[config.mk]
export PLATFORM = sky130hd
export DESIGN_NAME = ring_freq_meter
export DESIGN_NICKNAME = d
export VERILOG_FILES = /design/src/rtl/ring_freq_meter_pkg.sv /design/src/rtl/sync_rise_det.sv /design/src/rtl/ring_freq_meter.sv
export SDC_FILE = /design/constraint.sdc
export NUM_CORES = 1
export LEC_CHECK = 0
export ABC_AREA = 1
export CORE_ASPECT_RATIO = 0.9
export CORE_MARGIN = 8
export CORE_UTILIZATION = 50
export CTS_BUF_LIST = sky130_fd_sc_hd__clkbuf_2
export CTS_CLUSTER_DIAMETER = 60
export CTS_CLUSTER_SIZE = 14
export DETAILED_ROUTE_END_ITERATION = 16
export GPL_ROUTABILITY_DRIVEN = 0
export GPL_TIMING_DRIVEN = 1
export PLACE_DENSITY = 0.75
export SLEW_MARGIN = 10
export SYNTH_ARGS = -nofsm -noshare
export SYNTH_HDL_FRONTEND = slang
export SYNTH_HIERARCHICAL = 1
export SYNTH_SLANG_ARGS = --single-unit
[constraint.sdc]
create_clock -name clk -period 5 [get_ports clk]
set_clock_uncertainty 0.2 [all_clocks]
set_input_delay 1 -clock clk [delete_from_list [all_inputs] [get_ports clk]]
set_output_delay 1 -clock clk [all_outputs]
set_load 0.01 [all_outputs]
[src/rtl/ring_freq_meter_pkg.sv]
// Shared types and default constants for the ring oscillator frequency meter.
package ring_meas_pkg;

  // Measurement sequencer states.
  typedef enum logic [1:0] {
    IDLE   = 2'd0,
    SETTLE = 2'd1,
    GATE   = 2'd2
  } meas_state_t;

  // Shortest gate is 2^GATE_MIN_LOG2 clk cycles.
  localparam int GATE_MIN_LOG2_DEF = 8;
  // Ring run-in time before counting; also hides the synchronizer latency.
  localparam int SETTLE_CYC_DEF    = 8;
  // Default result width.
  localparam int CNT_W_DEF         = 16;

endpackage

[src/rtl/sync_rise_det.sv]
// Two-flop synchronizer followed by an edge-detect flop.
// Produces a one-cycle rise pulse per synchronized 0->1 transition of d.
module sync_rise_det (
  input  logic clk,
  input  logic rst_n,
  input  logic d,
  output logic rise
);

  logic s1_q, s2_q, s3_q;

  // Shift the asynchronous input through the synchronizer and history flop.
  always_ff @(posedge clk or negedge rst_n) begin
    if (!rst_n) begin
      s1_q <= 1'b0;
      s2_q <= 1'b0;
      s3_q <= 1'b0;
    end else begin
      s1_q <= d;
      s2_q <= s1_q;
      s3_q <= s2_q;
    end
  end

  assign rise = s2_q & ~s3_q;

endmodule

[src/rtl/ring_freq_meter.sv]
// Frequency meter for the tapped ring oscillator: enables the ring, lets it
// settle, counts synchronized rising edges over a 2^n-cycle gate and holds
// the saturated result with a level valid flag.
module ring_freq_meter
  import ring_meas_pkg::*;
#(
  parameter int CNT_W         = CNT_W_DEF,
  parameter int GATE_MIN_LOG2 = GATE_MIN_LOG2_DEF,
  parameter int SETTLE_CYC    = SETTLE_CYC_DEF
) (
  input  logic             clk,
  input  logic             rst_n,
  input  logic             start,
  input  logic [2:0]       gate_sel,
  input  logic [3:0]       tap_sel,
  input  logic             osc_in,
  output logic             ring_ena,
  output logic [3:0]       ring_tap,
  output logic             busy,
  output logic             valid,
  output logic [CNT_W-1:0] count
);

  // Wide enough for the longest gate (gate_sel = 7) with one spare bit.
  localparam int TW = GATE_MIN_LOG2 + 8;

  meas_state_t      state_q, state_d;
  logic [TW-1:0]    timer_q, timer_d;
  logic [CNT_W-1:0] edge_cnt_q, edge_cnt_d;
  logic [2:0]       gsel_q, gsel_d;
  logic             ring_ena_q, ring_ena_d;
  logic [3:0]       ring_tap_q, ring_tap_d;
  logic             valid_q, valid_d;
  logic [CNT_W-1:0] count_q, count_d;

  logic             rise;
  logic [7:0]       gate_shamt;
  logic [TW-1:0]    gate_last;
  logic [CNT_W-1:0] edge_sat;

  sync_rise_det u_sync (
    .clk   (clk),
    .rst_n (rst_n),
    .d     (osc_in),
    .rise  (rise)
  );

  // Gate terminal count G-1 as a low-ones mask, and the saturating edge sum.
  always_comb begin
    gate_shamt = 8'(GATE_MIN_LOG2) + {5'd0, gsel_q};
    gate_last  = ~({TW{1'b1}} << gate_shamt);
    edge_sat   = (&edge_cnt_q) ? edge_cnt_q : edge_cnt_q + CNT_W'(rise);
  end

  // Next-state and output-register logic of the measurement sequencer.
  always_comb begin
    state_d    = state_q;
    timer_d    = timer_q;
    edge_cnt_d = edge_cnt_q;
    gsel_d     = gsel_q;
    ring_ena_d = ring_ena_q;
    ring_tap_d = ring_tap_q;
    valid_d    = valid_q;
    count_d    = count_q;

    unique case (state_q)
      IDLE: begin
        if (start) begin
          state_d    = SETTLE;
          gsel_d     = gate_sel;
          ring_tap_d = tap_sel;
          valid_d    = 1'b0;
          edge_cnt_d = '0;
          timer_d    = '0;
          ring_ena_d = 1'b1;
        end
      end
      SETTLE: begin
        // Rise pulses are ignored here; the ring and synchronizer warm up.
        timer_d = timer_q + TW'(1);
        if (timer_q == TW'(SETTLE_CYC - 1)) begin
          state_d = GATE;
          timer_d = '0;
        end
      end
      GATE: begin
        edge_cnt_d = edge_sat;
        timer_d    = timer_q + TW'(1);
        if (timer_q == gate_last) begin
          // Include the rise seen in the last gate cycle in the result.
          count_d    = edge_sat;
          valid_d    = 1'b1;
          ring_ena_d = 1'b0;
          timer_d    = '0;
          state_d    = IDLE;
        end
      end
      default: begin
        state_d = IDLE;
      end
    endcase
  end

  // State and datapath registers; reset discards any partial measurement.
  always_ff @(posedge clk or negedge rst_n) begin
    if (!rst_n) begin
      state_q    <= IDLE;
      timer_q    <= '0;
      edge_cnt_q <= '0;
      gsel_q     <= '0;
      ring_ena_q <= 1'b0;
      ring_tap_q <= '0;
      valid_q    <= 1'b0;
      count_q    <= '0;
    end else begin
      state_q    <= state_d;
      timer_q    <= timer_d;
      edge_cnt_q <= edge_cnt_d;
      gsel_q     <= gsel_d;
      ring_ena_q <= ring_ena_d;
      ring_tap_q <= ring_tap_d;
      valid_q    <= valid_d;
      count_q    <= count_d;
    end
  end

  assign ring_ena = ring_ena_q;
  assign ring_tap = ring_tap_q;
  assign busy     = (state_q != IDLE);
  assign valid    = valid_q;
  assign count    = count_q;

endmodule

## Word-level counts from Yosys, hierarchy flattened

Cells that the tools add are included.

| storage, ports and cells | value |
|---|---|
| input port bits | 11 |
| output and inout port bits | 23 |
| bits in registers | 62 |
| logic and storage cells | 52 |

| cells by class | value |
|---|---|
| add/sub/neg operators | 3 |
| bitwise operators | 3 |
| muxes and demuxes | 16 |
| reductions and logical operators | 11 |
| shift operators | 1 |
| equal/unequal tests | 7 |

Operators with widths:

| operator | number |
|---|---|
| 2-to-1 mux 16 bit | 4 |
| case mux 16 bit (3 select lines) | 1 |
| case mux 16 bit (2 select lines) | 1 |
| adder 16 x 1 -> 16 bit | 1 |
| adder 16 x 1 -> 16 bit (second input constant) | 1 |
| equality test 16 bit | 1 |
| equality test 16 x 3 -> 1 bit (second input constant) | 1 |
| inverter 16 bit | 1 |
| AND reduction 16 bit | 1 |
| << shifter 16 x 5 -> 16 bit (first input constant) | 1 |
| AND reduction 2 bit | 4 |
| 2-to-1 mux 2 bit | 3 |
| inequality test 2 bit (second input constant) | 3 |
| case mux 2 bit (3 select lines) | 1 |
| AND reduction 3 bit | 2 |
| adder 4 x 3 -> 5 bit (first input constant) | 1 |
| 2-to-1 mux 1 bit | 4 |
| case mux 1 bit (2 select lines) | 2 |
| nonzero test 2 bit | 2 |
| nonzero test 3 bit | 1 |
| equality test 2 x 1 -> 1 bit (second input constant) | 1 |
| equality test 2 bit (second input constant) | 1 |
| zero test 2 bit | 1 |
| bitwise AND 1 bit | 1 |
| inverter 1 bit | 1 |

## Longest topological paths before layout

| logic depth | value |
|---|---|
| depth after elaboration | 6 |
| depth in mapped cells | 12 |
| depth with buffers taken out | 11 |

## Cells and area by module

The synthesis kept the hierarchy.

By module, submodules not included:

| module | area an instance (um^2) | times used | cells each | seq. area each (um^2) |
|---|---|---|---|---|
| ring_freq_meter | 3365.7 | 1 | 444 | 1476.4 |
| sync_rise_det | 85.1 | 1 | 5 | 75.1 |

## Worst setup path before layout

Ideal clock, no wire load.

| timing | value |
|---|---|
| path kind | input port to flip-flop |
| start point | in start |
| end point | reg edge_cnt_q[10] |
| required time | 4664 ps |
| arrival time | 1949 ps |
| setup slack | 2715 ps |
| library setup time | 136 ps |
| stages | 6 |
| path buffers | 1 |
| path through | or2_2 -> clkbuf_1 -> nand2_1 -> clkinv_1 -> nand2_1 -> o21ai_0 |

| between the ends | value |
|---|---|
| cells in the longest elaborated chain, start to end | 2 |

Ends and longest elaborated chain:

| element | line | RTL |
|---|---|---|
| from (decl) | ring_freq_meter.sv:13 | `input logic start,` |
| inequality test 2 bit (no source line) | - |  |
| AND reduction 2 bit (no source line) | - |  |
| to (signal assigned) | ring_freq_meter.sv:118 | `edge_cnt_q <= edge_cnt_d;` |
| to (decl) | ring_freq_meter.sv:29 | `logic [CNT_W-1:0] edge_cnt_q, edge_cnt_d;` |

No other way between the ends.
A chain may end at the register's enable or synchronous reset.

## Worst setup path in the final report

| timing | value |
|---|---|
| start point | reg state_q[0] |
| end point | out busy |

| between the ends | value |
|---|---|
| cells in the longest elaborated chain, start to end | 1 |

Ends and longest elaborated chain:

| element | line | RTL |
|---|---|---|
| from (decl) | ring_freq_meter.sv:27 | `meas_state_t state_q, state_d;` |
| from (signal assigned) | ring_freq_meter.sv:116 | `state_q <= state_d;` |
| nonzero test 2 bit | ring_freq_meter.sv:129 | `assign busy = (state_q != IDLE);` |
| to (decl) | ring_freq_meter.sv:19 | `output logic busy,` |

No other way between the ends.

==> metrics.cfg <==
[outcome]
result_of_the_run = completed

[finish]
final_util_pct = 59.6
final.fill_count = 612
final-seq-area_mm2 = 0.00155
post_route_cells_drive_above_1_share_pct = 8.79
stdcell_area_mm2 = 0.00394
design.final.nets = 502
final_instance_count_without_filler_cells = 579
synthToLayoutAreaGrowth_pct = 14.3
diodes = 0
multi_input_comb_area_mm2 = 0.00165

[sta]
tightest_slew_ps = 1170
setup_repair_after_global_routing_missed_its_margin = no
final-setup-viol-count = 0
pins_over_their_slew_limit = 0
max_slew_margin_pct = 21.3
max_freq_ghz = 0.323
post-route-min-period_ps = 3090
final_hold_violating_endpoints = 0
totalNegativeSetupSlack_ps = 0
post-route-period-util_pct = 61.9

[pwr]
power_per_cell_area_mw_per_mm2 = 338
leakage_power_summed_over_all_cells_uw = 0.00198
fin_total_pwr_uw = 1330
ir_drop_worst_case_vdd_v = 0.000272

[synth]
netlist-cell-type-count = 29
synth-edff-count = 0
yosys_register_bits = 62
synth_area_per_cell_um2 = 7.69
ys_async_sr_fraction_pct = 100
syn-instance-count = 449
synth.cell_area_mm2 = 0.00345
net_count_of_the_mapped_netlist = 467
yosysWarnings = 6
synth.yosys.seq_area_share_pct = 45.0
postSynth.topFlopCell = dfrtp_1

[clock_network]
cts-hold-fix-buffers = 0
cts_post_setup_buffers_inserted = 0
clk_pin_slew_ps = 170
clock_latency_ps = 500
cts_inserted_buffers = 9
max-clock-path-buffers = 2
tritoncts_num_sinks = 62
cts_tree = built
cts-root-buf = clkbuf_2
htree_num_levels = 3
cts_resized = 0

[die]
die-height_um = 94.8
std_cell_rows = 28
die-area_mm2 = 0.00982
die_w_um = 104
floorplan.initialDensity_pct = 52.1
io-pin-count = 34
fp.coreArea_mm2 = 0.00662

[placement]
port-buffer-count = 33
post_dp_cell_area_mm2 = 0.00384
dp.final_hpwl_um = 5620
dp.cells = 563

[global_routing]
grt_first_pass_wirelength_um = 13500
global_route_total_overflow = 0
largest_net_degree_at_the_start_of_global_routing = 43
gr_usage_total_pct = 16.5
grt_antenna_before_repair = 0
first_global_vias = 2971

[min_path]
timing.hold.worst_path_depth = 0
worst_hold_path.endpoint = u_sync/s2_q
hold_startpoint = u_sync/s1_q
hold_path_class = reg2reg

[setup_path]
critPathRequiredTime_ps = 3800
critPathSlowestCell = clkdlybuf4s50_1
reg2reg_from = state_q[0]
startpoint_type = flop
r2r_slack_ps = 2170
crit-reg2reg-capture = ring_ena
critPathMostFrequentCell = inv_1
path_cells = inv_1 > ha_1 > inv_1 > clkdlybuf4s50_1
reg2reg_depth = 7
crit_path_end_kind = output pin
path_buf_inv = 3
critPathArrivalTime_ps = 1890
worst_path_largest_cell_delay_ps = 530
crit_path_start = state_q[0]
cpLargestDelayFamily = buffers and inverters
worstSetupPathType = reg2out
critPathMaxFanout = 4

[routing]
routed_vias_inst = 5.20
detailedRoute.firstIterationViolations = 124
route.detailed.drc = 0
drtPass1Iterations = 4
via_count = 3009
wirelength_um = 7720
wl_per_cell_um = 13.3
drtAntennaViolNets = 0

[run]
cap_viol_max_count = 0

state kept, by name, summed over array words and instances (netlist names):
register     cells
ring_ena         1
edge_cnt_q      16
count           16
u_sync/s1_q      1
valid            1
u_sync/s2_q      1
gsel_q           3
timer_q         16
state_q          2
u_sync/s3_q      1
ring_tap         4
kinds of logic after synthesis:
family | count (synthesis) | synth area share (%)
fa+ha+maj | 7 | 2.54
simple gates | 257 | 32.2
compound gates | 36 | 6.24
buf+inv | 61 | 7.14
mux | 5 | 1.63
xor+xnor | 21 | 5.33
flops | 62 | 45.0
synthesized netlist by cell type, types with 2 or more instances:
cell type / count / area (µm²)
nand2_1: 144 / 541
dfrtp_1: 62 / 1550
inv_1: 49 / 184
nand3_1: 40 / 200
nor2_1: 34 / 128
xor2_1: 19 / 166
o21ai_0: 12 / 60.1
nor3_1: 11 / 55.1
nand4_1: 10 / 62.6
nand2_2: 8 / 50.1
a21oi_1: 7 / 35.0
ha_1: 7 / 87.6
o21ai_2: 7 / 61.3
o22ai_1: 7 / 43.8
clkbuf_1: 6 / 22.5
mux2_2: 5 / 56.3
nor2_2: 3 / 18.8
o21ai_1: 3 / 15.0
and3_1: 2 / 12.5
buf_2: 2 / 10.0
buf_6: 2 / 22.5
xnor2_1: 2 / 17.5
stage by stage:
stage | hold WS, ps | setup WS (ps)
3_3_place_gp | 133 | 1690
2_1_floorplan | 131 | 2720
3_5_place_dp | 139 | 1630
6_report | 176 | 1910
4_1_cts | 177 | 1860
5_1_grt | 202 | 1750
report_power, final:
group | internal, µW | switching (µW)
clock network | 112 | 183
logic | 155 | 287
registers | 552 | 43.9
total | 819 | 514
cells in the final DEF, fill, tap and decap left out:
master           synthesis  routed
clkdlybuf4s50_1          0      32
ha_1                     7       7
nand3_1                 40      40
buf_4                    0       1
clkinv_2                 0       3
nand2_2                  8       8
o22ai_1                  7       7
inv_2                    1       1
nor2_2                   3       3
nand4_1                 10      10
buf_2                    2       1
nor3_1                  11      11
dfrtp_1                 62      62
a21oi_1                  7       7
nand2_4                  1       1
xor2_1                  19      19
clkinv_1                 1       3
inv_1                   49      49
or2_2                    1       1
o21ai_2                  7       7
and3_1                   2       2
nor2_4                   1       1
xnor2_1                  2       2
nand2_1                144     144
nor3b_1                  1       1
mux2_2                   5       5
o21ai_1                  3       3
nor4_1                   1       1
clkbuf_2                 0      10
bufinv_16                0       1
nor2_1                  34      34
o21ai_0                 12      12
metal layers:
| metal | vias up | track usage [%] | part of all wire, % | routed length, µm |
|---|---|---|---|---|
| met1 | 1428 | 19.4 | 45 | 3480 |
| met3 | 11 | 5.31 | 5.2 | 402 |
| met2 | 73 | 28.8 | 49 | 3740 |
| met5 | - | 0 | 0 | 0 |
| met4 | 0 | 4.27 | 1.2 | 89 |
| li1 | 1497 | - | - | - |
worst register-to-register path, delay by kind of cell, from the launching register on:
family	cells	cell delay [ps]
buffers and inverters	2	220
and+or+nand+nor	2	320
AOI/OAI and AO/OA	2	1010
DFF	1	460
adders and majority gates	1	510
layout make-up:
class	count	area share, %
Tap cell	90	2.86
Clock inverter	6	1.33
Multi-Input combinational cell	326	41.9
Clock buffer	10	1.27
Inverter	51	4.85
Sequential cell	62	39.3
Timing Repair Buffer	34	8.44
how the worst max path moves through the flow:
stage	to	slack (ps)	cells after the start
floorplan	edge_cnt_q[10]	2720	6
global placement	timer_q[7]	1690	8
detailed placement	timer_q[7]	1630	8
CTS	busy	1860	4
global route	busy	1750	4
finish	busy	1910	4
Power figures use the tool's default switching activity.
==> RTL change, RTL diff (same flow settings) <==
The package constant `CNT_W_DEF` goes from 16 to 14.
--- a/src/rtl/ring_freq_meter_pkg.sv
+++ b/src/rtl/ring_freq_meter_pkg.sv
@@ -13,7 +13,7 @@
   // Ring run-in time before counting; also hides the synchronizer latency.
   localparam int SETTLE_CYC_DEF    = 8;
   // Default result width.
-  localparam int CNT_W_DEF         = 16;
+  localparam int CNT_W_DEF         = 14;
 
 endpackage
 
Interface: changed (resized count); port bits go from 34 to 32. The function was not compared with the original's and may differ.
==> RTL change against the unedited design <==
  * Total power increased by 1.2%
  * Sequential cell count decreased by 4
  * Wire length decreased by 7.9%
  * Register-to-register slack improved by 0.14 ns
  * Sequential share of layout area decreased by 1.1 points
  * Non-clock buffer count decreased by 1
  * Count of clock-buffer cells in the layout decreased by 1
  * Final area decreased by 3.8%
  * Worst setup slack improved by 0.0073 ns
  * Area after synthesis decreased by 4.6%
  * Critical path type unchanged
==> RTL change: results (changes against the unedited design) <==
stage;metric;value;unit;change
outcome;outcome;completed;;
sta;fin_hold_ws;0.171;ns;-0.00517 ns
worst_setup_path;endpoint;busy;;
min_path;min_from;u_sync/s1_q$_DFF_PN0_;;
grt;antenna_found_initial;0;;unchanged
worst_setup_path;r2r-end;edge_cnt_q[1]$_DFFE_PN0P_;;
detailed_routing;first_pass_iters;4;;unchanged
worst_setup_path;worstReg2RegStart;state_q[0]$_DFFE_PN0P_;;
place;dp.cells;544;;-3.4%
grt;grt_first_pass_wirelength;12.5;mm;-7.1%
clocking;cts_resized;0;;unchanged
cells_and_area;instances_no_fill;559;;-3.5%
clocking;cts_htree_levels;3;;unchanged
clocking;cts_buffers;9;;unchanged
place;dpl_cell_area;3670;sq um;-4.5%
place;dpl.hpwl;5.11;mm;-9.2%
cells_and_area;largest_reg_flops;16;;
clocking;ctsLongestPathBuffers;2;;unchanged
grt;grt_max_degree;59;;+37%
grt;grt_pass1_vias;2739;;-7.8%
cells_and_area;multiInputGateArea;1590;sq um;-3.7%
worst_setup_path;r2r_slack;2.31;ns;+0.14 ns
yosys;syn_nets;448;;-4.1%
cells_and_area;fin_nets;483;;-3.8%
yosys;synthTopCellsByCount;nand2_1 (132), dfrtp_1 (58), inv_1 (49), nand3_1 (43), nor2_1 (36);;
place;port_buffers;31;;-6.1%
worst_setup_path;worstPathArrival;1.89;ns;about the same
yosys;synth_cell_types;32;;+10%
pwr;p_leak;1.89;nW;-4.6%
worst_setup_path;reg2reg_depth;6;;-1
yosys;ys_seq_area_frac;0.441;;-0.00854
cells_and_area;drive_gt1_frac;0.0917;;+0.00375
detailed_routing;vias_per_cell;5.11;;-1.7%
clocking;clock_latency;0.48;ns;-0.02 ns
worst_setup_path;cp_top_family;buffers and inverters;;
detailed_routing;wl_per_cell;12.7;um;-4.6%
sta;worst_slew_pin_slew;0.822;ns;-0.350 ns
detailed_routing;drt-initial-drc-count;169;;+36%
yosys;synth_area_leaders;dfrtp_1 (44%), nand2_1 (15%), nand3_1 (6.5%);;
yosys;syn_inst;430;;-4.2%
pwr;peakVddDrop;0.000314;V;+15%
cells_and_area;fillCellCount;621;;+1.5%
grt;track_usage;0.166;;+0.000870
-- RTL change: cell count changes in the layout (fill, tap and decap cells not counted), moves of 3 or more --
cell | before | now
o22ai_1 | 7 | 3
o21a_1 | 0 | 3
nand3_2 | 0 | 8
o21ai_0 | 12 | 17
xor2_1 | 19 | 12
dfrtp_1 | 62 | 58
nand3_1 | 40 | 43
nand2_1 | 144 | 132
clkinv_1 | 3 | 0
nand2_2 | 8 | 2
o21ai_2 | 7 | 1
-- RTL change: cell families after synthesis --
group | count (synthesis) | synth area share
AOI/OAI and AO/OA | 35 | 0.0593
adders and majority gates | 7 | 0.0266
and+or+nand+nor | 252 | 0.346
muxes | 5 | 0.0171
buffers and inverters | 60 | 0.0753
DFF | 58 | 0.441
xor gates and xnor gates | 13 | 0.0346
-- RTL change: power breakdown --
group	switching, mW	total [mW]	internal (mW)
Clock	0.177	0.337	0.160
Combinational	0.287	0.446	0.158
Sequential	0.0461	0.567	0.521
-- RTL change: per-stage QoR --
step,power (mW),worst slack [ns]
floorplan,0.879,2.96
global placement,1.01,2.05
detailed placement,1.02,2.00
CTS,1.36,1.90
global route,1.45,1.79
finish,1.35,1.91
-- RTL change: layout make-up --
class,count,share of cell area
Clock buffer,9,0.0119
Timing Repair Buffer,33,0.0844
Multi-Input combinational cell,312,0.419
Inverter,51,0.0504
Sequential cell,58,0.382
Clock inverter,6,0.0218
Tap cell,90,0.0297
-- RTL change: per-layer routing --
metal,vias to the layer above,track usage,wire length (um)
met5,-,0,0
met3,8,0.0495,556
met4,0,0.0620,91
met1,1304,0.224,3460
li1,1452,-,-
met2,93,0.244,3000
